## config.mk

```make
export PLATFORM = sky130hd
export DESIGN_NAME = stack_unit
export DESIGN_NICKNAME = d
export VERILOG_FILES = /design/src/rtl/stack_unit.sv
export SDC_FILE = /design/constraint.sdc
export NUM_CORES = 2
export LEC_CHECK = 0
export BUFFER_PORTS_ARGS = -buffer_cell sky130_fd_sc_hd__buf_2
export CORE_ASPECT_RATIO = 0.8
export CORE_MARGIN = 4
export CORE_UTILIZATION = 55
export DETAILED_ROUTE_END_ITERATION = 7
export HOLD_SLACK_MARGIN = 0.05
export PLACE_DENSITY = 0.76
export SLEW_MARGIN = 20
export SYNTH_ARGS = -nofsm -noshare
export SYNTH_HDL_FRONTEND = slang
export SYNTH_SLANG_ARGS = --single-unit
export TNS_END_PERCENT = 20
```

## constraint.sdc

```tcl
create_clock -name i_clk -period 3.6 [get_ports i_clk]
set_clock_uncertainty 0.15 [all_clocks]
set_input_delay 0.54 -clock i_clk [delete_from_list [all_inputs] [get_ports i_clk]]
set_output_delay 0.54 -clock i_clk [all_outputs]
set_load 0.03 [all_outputs]
```

## src/rtl/stack_unit.sv

```systemverilog
// Downward-growing LIFO with registered pop data, pointer load and occupancy count.
// Define STACK_GUARD_EN to block overflow/underflow and raise sticky ovf/unf flags.
module stack_unit #(
    parameter  int WIDTH = 10,
    parameter  int DEPTH = 256,
    localparam int AW    = $clog2(DEPTH)
) (
    input  logic             i_clk,
    input  logic             i_rst,
    input  logic             i_push,
    input  logic             i_pop,
    input  logic             i_ld,
    input  logic [AW-1:0]    i_sp_in,
    input  logic [WIDTH-1:0] i_din,
    input  logic             i_clr_err,
    output logic [WIDTH-1:0] o_dout,
    output logic             o_dout_vld,
    output logic [AW-1:0]    o_sp,
    output logic [AW:0]      o_count,
    output logic             o_empty,
    output logic             o_full,
    output logic             o_ovf,
    output logic             o_unf
);
    localparam logic [AW:0] CNT_FULL = (AW+1)'(DEPTH);

    logic [WIDTH-1:0] r_mem [DEPTH];
    logic [AW-1:0]    r_sp;
    logic [AW:0]      r_count;
    logic [WIDTH-1:0] r_dout;
    logic             r_dout_vld;

    logic             w_empty;
    logic             w_full;
    logic             w_both;
    logic             w_push;
    logic             w_pop;
    logic             w_wr_en;
    logic [AW-1:0]    w_wr_addr;

    assign w_empty = (r_count == '0);
    assign w_full  = (r_count == CNT_FULL);

    // Push+pop on an empty stack degrades to a plain push.
    assign w_both  = i_push & i_pop & ~w_empty;

`ifdef STACK_GUARD_EN
    assign w_push  = i_push & ~w_both & ~w_full;
    assign w_pop   = i_pop & ~i_push & ~w_empty;
`else
    assign w_push  = i_push & ~w_both;
    assign w_pop   = i_pop & ~i_push;
`endif

    assign w_wr_en   = ~i_rst & ~i_ld & (w_push | w_both);
    assign w_wr_addr = w_both ? r_sp : (r_sp - 1'b1);

    always_ff @(posedge i_clk) begin
        if (w_wr_en) begin
            r_mem[w_wr_addr] <= i_din;
        end
    end

    always_ff @(posedge i_clk) begin
        if (i_rst) begin
            r_sp       <= '0;
            r_count    <= '0;
            r_dout     <= '0;
            r_dout_vld <= 1'b0;
        end else begin
            r_dout_vld <= 1'b0;
            if (i_ld) begin
                r_sp    <= i_sp_in;
                r_count <= {1'b0, AW'(0) - i_sp_in};
            end else if (w_both) begin
                r_dout     <= r_mem[r_sp];
                r_dout_vld <= 1'b1;
            end else if (w_push) begin
                r_sp <= r_sp - 1'b1;
                // Without guarding, a push on a full stack overwrites the oldest entry.
                if (!w_full) begin
                    r_count <= r_count + 1'b1;
                end
            end else if (w_pop) begin
                r_dout     <= r_mem[r_sp];
                r_dout_vld <= 1'b1;
                r_sp       <= r_sp + 1'b1;
                if (!w_empty) begin
                    r_count <= r_count - 1'b1;
                end
            end
        end
    end

`ifdef STACK_GUARD_EN
    logic r_ovf;
    logic r_unf;
    logic w_ovf_set;
    logic w_unf_set;

    assign w_ovf_set = i_push & ~i_pop & w_full & ~i_ld;
    assign w_unf_set = i_pop & ~i_push & w_empty & ~i_ld;

    // A new error event in the same cycle as clr_err keeps the flag set.
    always_ff @(posedge i_clk) begin
        if (i_rst) begin
            r_ovf <= 1'b0;
            r_unf <= 1'b0;
        end else begin
            r_ovf <= w_ovf_set | (r_ovf & ~i_clr_err);
            r_unf <= w_unf_set | (r_unf & ~i_clr_err);
        end
    end

    assign o_ovf = r_ovf;
    assign o_unf = r_unf;
`else
    logic w_unused_clr;
    assign w_unused_clr = i_clr_err;
    assign o_ovf = 1'b0;
    assign o_unf = 1'b0;
`endif

    assign o_dout     = r_dout;
    assign o_dout_vld = r_dout_vld;
    assign o_sp       = r_sp;
    assign o_count    = r_count;
    assign o_empty    = w_empty;
    assign o_full     = w_full;

endmodule

```

==> impl_results.md <==
- Cell family with most CP delay: simple AND/OR/NAND/NOR gates
- Initial DRT Pass Iterations: 5
- Row count: 140
- Startpoint Class: flip-flop
- WL met3: between 20,000 and 30,000 um
- GRT Overall Usage: 0.263
- Most common cell after layout, fill and taps aside: edfxtp_1
- Post-synth EDFFs: 2,560
- Max layer used: met5
- I/O Pins: 56
- RSZ-0062 raised after global routing: true
- Met2 wire length: 116,000 um
- Post-DP HPWL: ~150,000 um
- Top cell type by total area after synthesis: edfxtp_1
- Initial antenna violation count: 8
- Hold Vio Cnt, Final: 0
- Placed cell count: 7,366
- FF+latch count, synth: around 2,600
- TritonCTS clock tree: yes
- Max-cap viol count: 0
- Crit-path most repeated cell: nand2_1
- Die H: just under 400 um
- Die extent in x: 487 um
- Slew HR: 0.111
- CP bufs+invs: 3
- Syn avg cell area: 21.5 um2
- Filler Cells Inserted: between 10,000 and 15,000
- Ant. Diodes: 0
- Slowest cell on crit path: nor2_1
- Final worst path period need: around 3.6 ns
- CP arrival: 3.96 ns
- Final Wtd Congestion: 0.908
- Pleak: 35.9 nW
- Final worst-path cycle share: 1.01
- Wire length per cell: around 32 um
- Clock Sinks: ~2,600
- Share of post-route cells with drive strength above 1: 0.306
- Ys flop type: edfxtp_1
- Ys async rst share: 0
- DRC viols: 0
- Cell Area, Synth: 101,000 um2
- CTS clk-pin slew, worst paths: ~0.07 ns
- CTS Buf Count: 226
- Worst-Margin Slew: around 1.3 ns
- Sequential area share after synthesis: 0.769
- Mapped Cells: 4,693
- Vias in the first global route: 51,200
- Postcts setup bufs: 0
- CORE AREA: 182,000 um2
- Post-Layout Cell Count: 7,808
- Layout overhead on the synthesized area: 14.1%
- Share of the synthesized area in the top cell type: 0.762
- Failing checks: negative setup slack
- Maximum number of pins on one net before global-route repair: 136
- CP Capture Type: flip-flop
- Slew Limit Fails: 0
- Class of the worst hold path: primary input to flip-flop
- Data required time of the worst path: ~3.9 ns
- First-pass GRT wire length: 362,000 um
- Synth area leaders: edfxtp_1 76%, mux4_2 14%, mux2i_1 1.5%
- Most frequent cells in the layout: 2,560 x edfxtp_1, 628 x mux4_2, 425 x buf_4
- Final core occ: 0.632
- CP peak stage delay: just over 0.7 ns
- Status: complete, but fails checks
- Routed Antenna Nets: 0
- WL met1: between 90,000 and 100,000 um
- Pwr Total: 0.0626 W
- Initial DRC Count: ~8,000
- Vias after detailed routing: 51,600
- Buffers on Ports: 52
- Worst path cell trace: inv_1 > ha_1 > buf_4 > nor3b_2 > nand2_1 > o22ai_1 > a22o_1 > nand2_1 > buf_12 > nor2_1
- Clock buffer depth: 3
- Die area: 190,000 um2
- YS warnings: 0
- FMAX: 275 MHz
- Critical path type: flip-flop to flip-flop
- Total Routed Length: about 250,000 um
- Htree depth: 4
- Final setup vio count: 21
- GR Overflow Total: 0
- VDD IR max: 539 uV
- Fin nets: 5,236
- Via/cell ratio: 6.61
- P per Cell Area: approximately 540 nW/um2
- Final worst slack: -0.0367 ns
- Yosys cell types: 78
- Clock Latency Late Sink: 0.87 ns
- CTS Root Cell: clkbuf_16
- CP max FO: 16
- Initial Util: 0.554
==> kinds of logic after synthesis <==
logic type,share of synthesized area
adders and majority gates,0.00156
and+or+nand+nor,0.0214
buffers and inverters,0.0151
AOI/OAI and AO/OA,0.0323
DFF,0.769
muxes,0.159
xor gates and xnor gates,0.00156
other,0.0000372
==> where the power goes <==
group | leakage, nW | switching (W) | internal (W)
combinational | 9.06 | 0.00316 | 0.00215
clock | 3.52 | 0.0108 | 0.0131
sequential | 23.3 | 0.000111 | 0.0332
==> cell usage after synthesis (all sizes together), types with 7 or more instances <==
library cell and n:
nand3b 7, inv 15, nand3 22, dfxtp 36
a31oi 13, a21oi 47, a32oi 11, mux2 38
o211ai 9, ha 11, nor3 20, nand2b 17
a2111oi 10, xnor2 13, o21ai 63, a211oi 50
a22oi 17, buf 176, edfxtp 2560, mux4 628
nand2 60, a221oi 36, nor2b 21, mux2i 150
a22o 42, nor2 303, o22ai 100, clkbuf 112
==> state kept, by name (all words and copies together), names as in the netlist, named ones only <==
| register | count |
|---|---|
| r_mem | 2560 |
| o_sp | 8 |
| o_dout | 10 |
| o_count | 9 |
| o_dout_vld | 1 |
==> stage by stage <==
stage	setup WS, ns	setup TNS (ns)	area [um2]	hold WS [ns]
global route	-0.118	-2.70	115000	0.0953
global placement	-0.0947	-11.69	107000	0.320
CTS	0.00660	0	115000	0.0616
finish	-0.0367	-0.389	115000	0.111
detailed placement	-0.169	-22.92	107000	0.326
floorplan	0.00435	0	101000	0.489
==> final timing paths <==
check | start | endpoint | slack, ns | cells past startpoint
worst min-delay path | i_din[7] | r_mem[32][7]$_DFFE_PP_ | 0.11 | 1
worst max-delay path | o_sp[1]$_SDFFE_PP0N_ | r_mem[38][6]$_DFFE_PP_ | -0.04 | 10
worst max register to register | o_sp[1]$_SDFFE_PP0N_ | r_mem[38][6]$_DFFE_PP_ | -0.04 | 10
worst min register to register | o_dout[0]$_SDFFE_PP0P_ | o_dout[0]$_SDFFE_PP0P_ | 0.36 | 2
==> final cells by class <==
type | instances | area [um2] | area share
timing repair buffer | 566 | 5140 | 0.0446
tap | 2414 | 3020 | 0.0262
sequential | 2596 | 77600 | 0.674
clock inverter | 138 | 1290 | 0.0112
inverter | 17 | 63.8 | 0.000554
clock buffer | 284 | 5970 | 0.0518
multi-input combinational | 1793 | 22100 | 0.192
==> per-layer routing <==
layer | vias up | global-route usage
met5 | - | 0
met4 | 4 | 0.0865
met3 | 445 | 0.0660
met2 | 3460 | 0.397
met1 | 27000 | 0.382
li1 | 20800 | -
==> what timing repair did <==
item,4_1_cts,5_1_grt
endpoints found under the setup margin,313,690
hold buffers,18,1
endpoints found under the hold margin,75,29
pin swaps,0,0
gates resized for setup,14,67
Power figures use the tool's default switching activity.
